===== src/rtl/alarm_unit_if.sv =====
// ============================================================================
//  alarm_unit_if
//  Bundles the alarm stage's time/control inputs and its status outputs.
//  Rev 1.0 - initial release
// ============================================================================
`default_nettype none

interface alarm_unit_if;
    logic        sec_tick;
    logic [16:0] cur_secs;
    logic        set_en;
    logic [16:0] set_secs;
    logic        arm_toggle;
    logic        stop_req;
    logic        snooze_req;
    logic [16:0] alarm_secs;
    logic        armed;
    logic        ringing;
    logic        snoozed;
    logic        buzzer;
    logic        set_err;

    modport master (
        output sec_tick, cur_secs, set_en, set_secs, arm_toggle, stop_req, snooze_req,
        input  alarm_secs, armed, ringing, snoozed, buzzer, set_err
    );

    modport slave (
        input  sec_tick, cur_secs, set_en, set_secs, arm_toggle, stop_req, snooze_req,
        output alarm_secs, armed, ringing, snoozed, buzzer, set_err
    );
endinterface

`default_nettype wire


===== src/rtl/alarm_unit.sv =====
// ============================================================================
//  alarm_unit
//  Programmable alarm: fires on a seconds-of-day match, handles stop, snooze
//  and auto-timeout, and drives a buzzer square wave plus status flags.
//  Rev 1.0 - initial release
// ============================================================================
`default_nettype none

module alarm_unit #(
    parameter int DAY_SECS    = 86400,
    parameter int RING_SECS   = 60,
    parameter int SNOOZE_SECS = 300,
    parameter int TONE_DIV    = 50000
) (
    input  logic         clk,
    input  logic         rst,
    alarm_unit_if.slave  bus
);

    localparam int CNT_MAX = (RING_SECS > SNOOZE_SECS) ? RING_SECS : SNOOZE_SECS;
    localparam int CNT_W   = $clog2(CNT_MAX + 1);
    localparam int TONE_W  = (TONE_DIV > 1) ? $clog2(TONE_DIV) : 1;

    localparam logic [CNT_W-1:0]  C_RING      = CNT_W'(RING_SECS);
    localparam logic [CNT_W-1:0]  C_SNOOZE    = CNT_W'(SNOOZE_SECS);
    localparam logic [CNT_W-1:0]  C_CNT_ONE   = CNT_W'(1);
    localparam logic [TONE_W-1:0] C_TONE_LAST = TONE_W'(TONE_DIV - 1);
    localparam logic [TONE_W-1:0] C_TONE_ONE  = TONE_W'(1);

    typedef enum logic [1:0] {
        S_IDLE    = 2'd0,
        S_ARMED   = 2'd1,
        S_RINGING = 2'd2,
        S_SNOOZE  = 2'd3
    } state_t;

    state_t             r_state;
    logic [CNT_W-1:0]   r_cnt;
    logic [TONE_W-1:0]  r_tone;
    logic               r_buzzer;
    logic [16:0]        r_alarm;
    logic [16:0]        r_prev;
    logic               r_set_err;
    logic               r_armed;
    logic               r_ringing;
    logic               r_snoozed;

    state_t             w_state_nxt;
    logic [CNT_W-1:0]   w_cnt_nxt;
    logic [TONE_W-1:0]  w_tone_nxt;
    logic               w_buzzer_nxt;
    logic [16:0]        w_alarm_nxt;
    logic               w_set_err_nxt;
    logic               w_match;
    logic               w_set_ok;

    // Edge-qualified match: a freshly loaded alarm equal to "now" must not fire.
    assign w_match  = (bus.cur_secs == r_alarm) && (r_prev != bus.cur_secs);
    assign w_set_ok = (32'(bus.set_secs) < 32'(DAY_SECS));

    always_comb begin
        w_state_nxt   = r_state;
        w_cnt_nxt     = r_cnt;
        w_alarm_nxt   = r_alarm;
        w_set_err_nxt = 1'b0;
        w_tone_nxt    = '0;
        w_buzzer_nxt  = 1'b0;

        if (bus.arm_toggle) begin
            w_state_nxt = (r_state == S_IDLE) ? S_ARMED : S_IDLE;
        end else if (bus.set_en) begin
            if (w_set_ok) begin
                w_alarm_nxt = bus.set_secs;
                if (r_state == S_RINGING || r_state == S_SNOOZE)
                    w_state_nxt = S_ARMED;
            end else begin
                w_set_err_nxt = 1'b1;
            end
        end else begin
            case (r_state)
                S_ARMED: begin
                    if (w_match) begin
                        w_state_nxt = S_RINGING;
                        w_cnt_nxt   = C_RING;
                    end
                end
                S_RINGING: begin
                    if (bus.stop_req) begin
                        w_state_nxt = S_ARMED;
                    end else if (bus.snooze_req) begin
                        w_state_nxt = S_SNOOZE;
                        w_cnt_nxt   = C_SNOOZE;
                    end else if (bus.sec_tick) begin
                        if (r_cnt == C_CNT_ONE)
                            w_state_nxt = S_ARMED;
                        else
                            w_cnt_nxt = r_cnt - C_CNT_ONE;
                    end
                end
                S_SNOOZE: begin
                    if (bus.stop_req) begin
                        w_state_nxt = S_ARMED;
                    end else if (bus.sec_tick) begin
                        if (r_cnt == C_CNT_ONE) begin
                            w_state_nxt = S_RINGING;
                            w_cnt_nxt   = C_RING;
                        end else begin
                            w_cnt_nxt = r_cnt - C_CNT_ONE;
                        end
                    end
                end
                default: ;
            endcase
        end

        // Tone only runs while staying in RINGING; any (re-)entry restarts it from 0.
        if (r_state == S_RINGING && w_state_nxt == S_RINGING) begin
            if (r_tone == C_TONE_LAST) begin
                w_tone_nxt   = '0;
                w_buzzer_nxt = ~r_buzzer;
            end else begin
                w_tone_nxt   = r_tone + C_TONE_ONE;
                w_buzzer_nxt = r_buzzer;
            end
        end
    end

    always_ff @(posedge clk) begin
        if (rst) begin
            r_state   <= S_IDLE;
            r_cnt     <= '0;
            r_tone    <= '0;
            r_buzzer  <= 1'b0;
            r_alarm   <= '0;
            r_prev    <= bus.cur_secs;
            r_set_err <= 1'b0;
            r_armed   <= 1'b0;
            r_ringing <= 1'b0;
            r_snoozed <= 1'b0;
        end else begin
            r_state   <= w_state_nxt;
            r_cnt     <= w_cnt_nxt;
            r_tone    <= w_tone_nxt;
            r_buzzer  <= w_buzzer_nxt;
            r_alarm   <= w_alarm_nxt;
            r_prev    <= bus.cur_secs;
            r_set_err <= w_set_err_nxt;
            r_armed   <= (w_state_nxt != S_IDLE);
            r_ringing <= (w_state_nxt == S_RINGING);
            r_snoozed <= (w_state_nxt == S_SNOOZE);
        end
    end

    assign bus.alarm_secs = r_alarm;
    assign bus.armed      = r_armed;
    assign bus.ringing    = r_ringing;
    assign bus.snoozed    = r_snoozed;
    assign bus.buzzer     = r_buzzer;
    assign bus.set_err    = r_set_err;

endmodule

`default_nettype wire


===== src/flat_wrapper.sv =====
// flat-port wrapper written by rule: the top's interface ports become plain ports
module alarm_unit_flat 
#(
    parameter int DAY_SECS    = 86400,
    parameter int RING_SECS   = 60,
    parameter int SNOOZE_SECS = 300,
    parameter int TONE_DIV    = 50000
)
  (clk, rst, bus_sec_tick, bus_cur_secs, bus_set_en, bus_set_secs, bus_arm_toggle, bus_stop_req, bus_snooze_req, bus_alarm_secs, bus_armed, bus_ringing, bus_snoozed, bus_buzzer, bus_set_err);
  alarm_unit_if bus_i ();
  input  logic clk;
  input  logic rst;
  input wire logic [$bits(bus_i.sec_tick)-1:0] bus_sec_tick;
  input wire logic [$bits(bus_i.cur_secs)-1:0] bus_cur_secs;
  input wire logic [$bits(bus_i.set_en)-1:0] bus_set_en;
  input wire logic [$bits(bus_i.set_secs)-1:0] bus_set_secs;
  input wire logic [$bits(bus_i.arm_toggle)-1:0] bus_arm_toggle;
  input wire logic [$bits(bus_i.stop_req)-1:0] bus_stop_req;
  input wire logic [$bits(bus_i.snooze_req)-1:0] bus_snooze_req;
  output wire logic [$bits(bus_i.alarm_secs)-1:0] bus_alarm_secs;
  output wire logic [$bits(bus_i.armed)-1:0] bus_armed;
  output wire logic [$bits(bus_i.ringing)-1:0] bus_ringing;
  output wire logic [$bits(bus_i.snoozed)-1:0] bus_snoozed;
  output wire logic [$bits(bus_i.buzzer)-1:0] bus_buzzer;
  output wire logic [$bits(bus_i.set_err)-1:0] bus_set_err;
  assign bus_i.sec_tick = bus_sec_tick;
  assign bus_i.cur_secs = bus_cur_secs;
  assign bus_i.set_en = bus_set_en;
  assign bus_i.set_secs = bus_set_secs;
  assign bus_i.arm_toggle = bus_arm_toggle;
  assign bus_i.stop_req = bus_stop_req;
  assign bus_i.snooze_req = bus_snooze_req;
  assign bus_alarm_secs = bus_i.alarm_secs;
  assign bus_armed = bus_i.armed;
  assign bus_ringing = bus_i.ringing;
  assign bus_snoozed = bus_i.snoozed;
  assign bus_buzzer = bus_i.buzzer;
  assign bus_set_err = bus_i.set_err;
  alarm_unit #(.DAY_SECS(DAY_SECS), .RING_SECS(RING_SECS), .SNOOZE_SECS(SNOOZE_SECS), .TONE_DIV(TONE_DIV)) u_core (.clk(clk), .rst(rst), .bus(bus_i));
endmodule

===== config.mk =====
export PLATFORM = sky130hd
export DESIGN_NAME = alarm_unit_flat
export DESIGN_NICKNAME = d
export VERILOG_FILES = /design/src/rtl/alarm_unit_if.sv /design/src/rtl/alarm_unit.sv /design/src/flat_wrapper.sv
export SDC_FILE = /design/constraint.sdc
export NUM_CORES = 1
export LEC_CHECK = 0
export CORE_MARGIN = 2
export CORE_UTILIZATION = 40
export DETAILED_ROUTE_END_ITERATION = 6
export GPL_TIMING_DRIVEN = 0
export PLACE_DENSITY = 0.72
export RECOVER_POWER = 25
export SYNTH_ARGS = -nofsm -noshare
export SYNTH_HDL_FRONTEND = slang
export SYNTH_SLANG_ARGS = --single-unit

===== constraint.sdc =====
create_clock -name clk -period 4.48 [get_ports clk]
set_input_delay 0.896 -clock clk [delete_from_list [all_inputs] [get_ports clk]]
set_output_delay 0.896 -clock clk [all_outputs]
set_load 0.05 [all_outputs]

==> results of run 1 <==
[final timing paths]
path | from | end | slack, ps | cells after the start
worst max-delay path | bus_cur_secs[12] | u_core.r_tone[6]$_SDFF_PP0_ | 1280 | 8
worst min register to register | u_core.r_tone[0]$_SDFF_PP0_ | u_core.r_tone[0]$_SDFF_PP0_ | 480 | 1
worst min-delay path | u_core.r_tone[0]$_SDFF_PP0_ | u_core.r_tone[0]$_SDFF_PP0_ | 480 | 1
worst max register to register | u_core.bus.alarm_secs[12]$_SDFFE_PP0P_ | u_core.r_tone[6]$_SDFF_PP0_ | 2090 | 7
[cell usage in the layout (no fill, tap or decap), types with 3 or more instances in the layout]
master	count
a221oi_1	4
and2_1	3
and3_1	7
clkbuf_1	3
clkbuf_8	10
clkdlybuf4s50_1	40
dfxtp_1	66
dlygate4sd3_1	22
ha_1	3
inv_1	10
mux2i_1	17
nand2_1	16
nand2b_1	5
nand3_1	15
nand4_1	8
nor2_1	25
nor2b_1	3
nor3_1	15
nor4_1	3
nor4_2	15
nor4b_1	3
o221ai_1	5
xnor2_1	26
xor2_1	24
[sequential cells by signal, indices dropped and copies added (netlist names)]
register,cells
u_core.r_state,2
u_core.bus.set_err,1
u_core.bus.armed,1
u_core.r_cnt,9
u_core.r_tone,16
u_core.r_prev,17
u_core.bus.alarm_secs,17
u_core.bus.snoozed,1
u_core.bus.ringing,1
u_core.bus.buzzer,1
[per-layer routing]
layer	share of wire	vias up	GRT usage	routed length, um
li1	-	1285	-	-
met1	0.46	1223	0.238	3500
met2	0.49	58	0.310	3750
met3	0.034	6	0.0500	262
met4	0.011	0	0.0637	85
met5	0	-	0	0
[power by group through the flow]
stage	Sequential, mW	Combinational [mW]	Clock [mW]
floorplan	0.654	0.0807	0
global placement	0.630	0.183	0
detailed placement	0.630	0.186	0
CTS	0.617	0.186	0.576
global route	0.619	0.195	0.601
finish	0.617	0.182	0.564
[area by class of cell]
type,instances,area share
Timing Repair Buffer,62,0.149
Clock buffer,10,0.0330
Sequential cell,66,0.317
Buffer,9,0.0141
Multi-Input combinational cell,231,0.426
Tap cell,102,0.0306
Inverter,10,0.00901
Clock inverter,6,0.0213
[kinds of logic (layout without fill, tap and decap cells)]
| family | after synthesis | after routing | share of synthesized area |
|---|---|---|---|
| AO/OA/AOI/OAI | 35 | 35 | 0.108 |
| XOR/XNOR | 50 | 50 | 0.137 |
| adder cells (fa/ha/maj) | 3 | 3 | 0.0118 |
| buffers and inverters | 19 | 97 | 0.0302 |
| flip-flops | 66 | 66 | 0.414 |
| multiplexers | 18 | 18 | 0.0568 |
| AND/OR/NAND/NOR | 125 | 125 | 0.242 |
==> impl_metrics.yaml, run 1 <==
outcome:
  status: "completed"
power:
  switchingPower_mw: 0.346
  total_power_mw: 1.36
  leakage_nw: 1.47
  pwr-share-comb: 0.133
  switching_share: 0.254
  seqPwrFrac: 0.453
  power_density_nw_per_um2: 327
  vdd_drop_max_v: 0.000232
  power.internal_mw: 1.02
  p_clk_frac: 0.414
flow_run:
  max_cap_violations: 0
floorplan:
  die_w_um: 93.3
  core_um2: 7730
  rows: 32
  dieArea_um2: 8710
  io_pins: 63
  die_h_um: 93.3
  start_util: 0.413
clock_network:
  ctsLongestPathBuffers: 2
  clock-root-buffer: "clkbuf_8"
  h-tree-depth: 3
  post-cts-setup-buffer-count: 0
  cts_made_buffers: 9
  cts_tree: "done"
  clkSinkCount: 66
  post_cts_resized: 0
  cts.clk_slew.worst_paths_ps: 70
  cts_hold_buffers: 0
  clk_latency_ps: 350
logic_synthesis:
  synth_edf_count: 0
  synth_ff_type: "dfxtp_1"
  synth_area_leader_cell: "dfxtp_1"
  synthArstFlopShare: 0
  seq_area_frac_synth: 0.414
  yosysUniqueCellTypes: 51
  synth-seq-cells: 66
  synth_fp_nets: 360
  synth_area_leaders: "dfxtp_1 41%, xnor2_1 7.1%, xor2_1 6.6%"
  yosysTopAreaCellShare: 0.414
  synthCells: 316
  synth_most_common_cell: "dfxtp_1"
  ys_warn_count: 0
  syn_area_per_cell_um2: 10.1
  synth_common_cells: "66 x dfxtp_1, 26 x xnor2_1, 25 x nor2_1"
  syn_area_um2: 3190
routing:
  drt-pass1-iter-count: 4
  drt.antenna.violating_nets: 0
  wl_per_cell_um: 15.3
  num_vias: 2572
  wirelength_um: 7600
  via_per_inst: 5.19
  first_iter_violations: 83
  drc: 0
grt:
  grt_pass1_wl_um: 12800
  grt_overflow: 0
  grtUsageTotal: 0.188
  grt_max_degree: 13
  antenna_found_initial: 0
  grt_pass1_vias: 2600
cells_and_area:
  fin_area_um2: 4170
  register_area_um2: 1320
  nets: 433
  antenna_cells: 0
  final_cell_count_no_fill: 496
  multi_input_area_um2: 1770
  area_growth_pct: 30.5
  fillCellCount: 684
  drive_above_1_share: 0.127
  final_util: 0.539
place:
  dp.cells: 480
  port-buffer-count: 62
  place_hpwl_um: 5720
  gp_congestion: 0.846
  place_ws_ps: 1020
  placed_cell_area_um2: 3940
timing:
  finalSetupTns_ps: 0
  max_freq_mhz: 313
  slew_viol_final: 0
  worst_clock_skew_ps: 6.03
  whs_ps: 476
  hold_viol_final: 0
  rsz0062_at_grt: "no"
  relSlewSlack: 0.603
  min_period_over_period: 0.713
  tightest_slew_ps: 591
  setup_ws_ps: 1280
  setup_violations: 0
  min_period_ps: 3200
setup_path:
  endpoint_kind: "flop"
  slowest_delay_ps: 590
  cp.arrival_ps: 3450
  slowest_stage: "dlygate4sd3_1"
  worst-path-buf-inv: 2
  cp-start-kind: "input port"
  setup.worst_path.class: "input port to flop"
  cp_cell_sequence: "dlygate4sd3_1 > xor2_1 > nor4_1 > nand3_1 > a211oi_4 > o211ai_4 > buf_6 > nor4_2"
  critPathRequiredTime_ps: 4730
  critical_path.top_delay_family: "simple AND/OR/NAND/NOR gates"
  cp_max_fo: 10
hold_path:
  min_path_type: "flop to flop"
Power figures use the tool's default switching activity.
==> run 2: changes to the inputs <==
Clock period 4.48 ns to 3.09 ns, I/O delays scaled along.
==> run 2 against run 1 <==
Non-clock buffer count stayed put; clock-buffer cell count stayed put; wire length stayed put; combinational power is 45% higher; flip-flop and latch count stayed put; die area stayed put; first-iteration DRC count stayed put; hold slack stayed put; core utilization stayed put; critical path type unchanged; critical endpoint unchanged; largest power group unchanged.
==> impl_metrics.yaml, run 2 (synthesis gave the netlist of run 1 again) <==
clock_network:
  ctsLongestPathBuffers: 2
  cts_made_buffers: 9
  clk_latency_ps: 350
  post-cts-setup-buffer-count: 0
  h-tree-depth: 3
  cts.clk_slew.worst_paths_ps: 70
  clock-root-buffer: "clkbuf_8"
  cts_tree: "done"
  clkSinkCount: 66
  post_cts_resized: 0
  cts_hold_buffers: 0
floorplan:
  rows: 32
  die_w_um: 93.3
  start_util: 0.413
  dieArea_um2: 8710
  io_pins: 63
  die_h_um: 93.3
  core_um2: 7730
setup_path:
  setup.worst_path.class: "input port to flop"
  r2r_cells: 7
  r2r-end: "u_core.r_tone[6]$_SDFF_PP0_"
  endpoint_kind: "flop"
  reg2reg_from: "u_core.bus.alarm_secs[12]$_SDFFE_PP0P_"
  cp_max_fo: 10
  critPathRequiredTime_ps: 3340
  cp-start-kind: "input port"
  r2r_slack_ps: 700
  cp.arrival_ps: 3060
routing:
  drt-pass1-iter-count: 4
  wirelength_um: 7600
  drc: 0
  drt.antenna.violating_nets: 0
  via_per_inst: 5.18
  num_vias: 2571
  first_iter_violations: 83
  wl_per_cell_um: 15.3
flow_run:
  max_cap_violations: 0
timing:
  min_period_over_period: 0.907
  slew_viol_final: 0
  whs_ps: 476
  hold_viol_final: 0
  setup_violations: 0
  relSlewSlack: 0.603
  rsz0062_at_grt: "no"
  min_period_ps: 2800
  setup_ws_ps: 288
  worst_clock_skew_ps: 6.03
  max_freq_mhz: 357
  tightest_slew_ps: 591
power:
  power_density_nw_per_um2: 474
  leakage_nw: 1.47
  vdd_drop_max_v: 0.000337
hold_path:
  hold_path_end: "u_core.r_tone[0]$_SDFF_PP0_"
  hold_path_depth: 1
  hp-start: "u_core.r_tone[0]$_SDFF_PP0_"
  min_path_type: "flop to flop"
cells_and_area:
  final_cell_count_no_fill: 496
  final_util: 0.539
  mostFrequentLayoutCells: "66 x dfxtp_1, 43 x clkdlybuf4s50_1, 26 x xnor2_1, 25 x nor2_1, 24 x xor2_1"
  fin_area_um2: 4170
  nets: 433
  fillCellCount: 684
  register_area_um2: 1320
  area_growth_pct: 30.5
  antenna_cells: 0
  multi_input_area_um2: 1770
  layout_commonest_cell: "dfxtp_1"
  drive_above_1_share: 0.127
grt:
  antenna_found_initial: 0
  busiest_layer: "met2"
  grt_pass1_vias: 2600
  grt_max_degree: 13
  grtUsageTotal: 0.188
  grt_pass1_wl_um: 12800
  met3_usage: 0.0500
  grt_overflow: 0
  grt_use_met1: 0.238
  met2_usage: 0.310
place:
  placed_cell_area_um2: 3940
  dp.cells: 480
  port-buffer-count: 62
  gp_congestion: 0.846
  place_hpwl_um: 5720
  place_ws_ps: -91.5
outcome:
  status: "completed"
## run 2: layout make-up
type,count,area share
multi-input cells,231,0.426
flip-flops and latches,66,0.317
repair buffers,62,0.149
clock buffers,10,0.0330
well taps,102,0.0306
clock inverters,6,0.0213
plain buffers,9,0.0141
inverters,10,0.00901
## run 2: worst max-delay path by stage
stage / startpoint / end / slack (ps) / depth (start not counted)
after global routing: bus_cur_secs[12] / u_core.r_tone[14]$_SDFF_PP0_ / 60 / 8
after global placement: bus_cur_secs[12] / u_core.r_tone[11]$_SDFF_PP0_ / -4 / 8
after floorplan: u_core.bus.alarm_secs[13]$_SDFFE_PP0P_ / u_core.r_tone[11]$_SDFF_PP0_ / 830 / 7
after detailed placement: bus_cur_secs[12] / u_core.r_tone[6]$_SDFF_PP0_ / -90 / 8
final: bus_cur_secs[5] / u_core.r_tone[6]$_SDFF_PP0_ / 290 / 8
after CTS: bus_cur_secs[12] / u_core.r_tone[6]$_SDFF_PP0_ / 250 / 8
## run 2: power breakdown
group	total, mW	leakage, nW	internal, mW	switching, mW
clock	0.818	0.109	0.477	0.340
combinational	0.264	0.822	0.122	0.143
sequential	0.894	0.540	0.876	0.0182
total	1.98	1.47	1.47	0.501
## run 2: routing by layer
metal / wire (um) / vias to the layer above
met4: 85 / 0
met5: 0 / -
li1: - / 1285
met1: 3500 / 1222
met3: 262 / 6
met2: 3750 / 58
## run 2: stage by stage
| step | TNS (ps) | power, mW |
|---|---|---|
| floorplan | 0 | 1.07 |
| global placement | -3.88 | 1.18 |
| detailed placement | -782 | 1.18 |
| CTS | 0 | 2.00 |
| global route | 0 | 2.05 |
| finish | 0 | 1.98 |
## run 2: worst max-delay path: stages
cell and delay, ps:
dlygate4sd3_1 590, xor2_1 150, nor4_1 440, nand3_1 210, a211oi_4 460, o211ai_4 160, buf_6 180, nor4_2 250
==> run 3: changes to the inputs <==
Settings changed: RECOVER_POWER 25 to unset, SETUP_SLACK_MARGIN set to 0.4.
==> run 3 against run 2 <==
Non-clock buffer count grew 4; fmax grew 9.4%; core utilization grew 1.1 points; worst setup slack gained 240 ps; sequential share of layout area shrank 0.63 points; register-to-register slack is essentially flat; cell area grew 2.0%.
==> impl_metrics.yaml, run 3 (synthesis gave the netlist of run 1 again) <==
clock_network:
  ctsLongestPathBuffers: 2
  clk_latency_ps: 350
  cts_made_buffers: 9
  cts.clk_slew.worst_paths_ps: 70
  clkSinkCount: 66
  cts_tree: "done"
  clock-root-buffer: "clkbuf_8"
  h-tree-depth: 3
  cts_hold_buffers: 0
cells_and_area:
  fin_area_um2: 4250
  area_growth_pct: 33.2
  drive_above_1_share: 0.143
  mostFrequentLayoutCells: "66 x dfxtp_1, 59 x clkdlybuf4s50_1, 26 x xnor2_1, 25 x nor2_1, 24 x xor2_1"
  antenna_cells: 0
  layout_commonest_cell: "dfxtp_1"
  final_util: 0.550
  nets: 437
  fillCellCount: 678
power:
  power.internal_mw: 1.48
  p_clk_frac: 0.411
  switchingPower_mw: 0.511
  seqPwrFrac: 0.448
  leakage_nw: 1.52
  power_density_nw_per_um2: 469
  total_power_mw: 1.99
  pwr-share-comb: 0.140
  vdd_drop_max_v: 0.000319
  switching_share: 0.256
setup_path:
  endpoint_kind: "flop"
  cp.arrival_ps: 2820
  critPathRequiredTime_ps: 3350
  cp_max_fo: 10
  cp-start-kind: "input port"
  setup.worst_path.class: "input port to flop"
  r2r_slack_ps: 710
timing:
  min_period_ps: 2560
  finalSetupTns_ps: 0
  tightest_slew_ps: 599
  min_period_over_period: 0.828
  slew_viol_final: 0
  max_freq_mhz: 391
  hold_viol_final: 0
  rsz0062_at_grt: "no"
  whs_ps: 461
  worst_clock_skew_ps: 6.04
  setup_violations: 0
  relSlewSlack: 0.598
grt:
  grt_max_degree: 13
  antenna_found_initial: 0
  grt_pass1_wl_um: 12800
  grt_overflow: 0
  grt_pass1_vias: 2603
  grtUsageTotal: 0.188
outcome:
  status: "completed"
floorplan:
  io_pins: 63
  start_util: 0.413
  die_w_um: 93.3
  die_h_um: 93.3
  dieArea_um2: 8710
  core_um2: 7730
  rows: 32
routing:
  wirelength_um: 7730
  via_per_inst: 5.17
  num_vias: 2587
  wl_per_cell_um: 15.5
  drt-pass1-iter-count: 4
  drc: 0
  first_iter_violations: 62
  drt.antenna.violating_nets: 0
flow_run:
  max_cap_violations: 0
place:
  place_hpwl_um: 5720
  placed_cell_area_um2: 3940
  gp_congestion: 0.846
  port-buffer-count: 62
hold_path:
  min_path_type: "input port to flop"
run 3: final timing paths:
kind	startpoint	endpoint	cells after the start
worst min-delay path	bus_cur_secs[5]	u_core.r_prev[5]$_DFF_P_	1
worst max register to register	u_core.r_cnt[1]$_SDFFE_PP0P_	u_core.bus.armed$_SDFF_PP0_	9
worst max-delay path	bus_cur_secs[9]	u_core.r_tone[6]$_SDFF_PP0_	9
worst min register to register	u_core.r_tone[0]$_SDFF_PP0_	u_core.r_tone[0]$_SDFF_PP0_	1
run 3: per-layer routing:
metal  track usage  up-vias  wire length [um]  part of all wire
li1              -     1294                 -                 -
met1         0.238     1232              3510              0.45
met2         0.310       50              3840              0.50
met3        0.0500       11               256             0.033
met4        0.0637        0               121             0.016
met5             0        -                 0                 0
run 3: metrics by stage:
step                      setup slack (ps)  std cells
after detailed placement             -91.5        480
final                                  530        500
after floorplan                        826        316
after global placement               -3.88        480
after global routing                   389        500
after CTS                              414        496
run 3: area by class of cell:
type / instances / area [um2] / area share
plain buffers: 9 / 62.6 / 0.0147
clock buffers: 10 / 138 / 0.0324
clock inverters: 6 / 88.8 / 0.0209
flip-flops and latches: 66 / 1320 / 0.311
inverters: 10 / 37.5 / 0.00883
multi-input cells: 231 / 1820 / 0.428
repair buffers: 66 / 658 / 0.155
well taps: 102 / 128 / 0.0300
run 3: power groups by stage:
| stage | logic, mW | registers (mW) | clock network (mW) |
|---|---|---|---|
| 2_1_floorplan | 0.117 | 0.949 | 0 |
| 3_3_place_gp | 0.265 | 0.913 | 0 |
| 3_5_place_dp | 0.269 | 0.914 | 0 |
| 4_1_cts | 0.271 | 0.894 | 0.836 |
| 5_1_grt | 0.300 | 0.897 | 0.871 |
| 6_report | 0.280 | 0.894 | 0.820 |
run 3: worst max-delay path: stages:
cell and delay [ps]:
clkdlybuf4s50_1 490, xor2_1 190, nor4_2 350, buf_4 170, nand2_1 50, a211o_2 320, a2bb2oi_2 150, buf_4 210
nor4_2 280
run 3: what timing repair did:
item,in CTS,in global routing
setup buffers,0,4
endpoints found under the setup margin,25,27
pin swaps,0,6
gates resized for setup,1,9
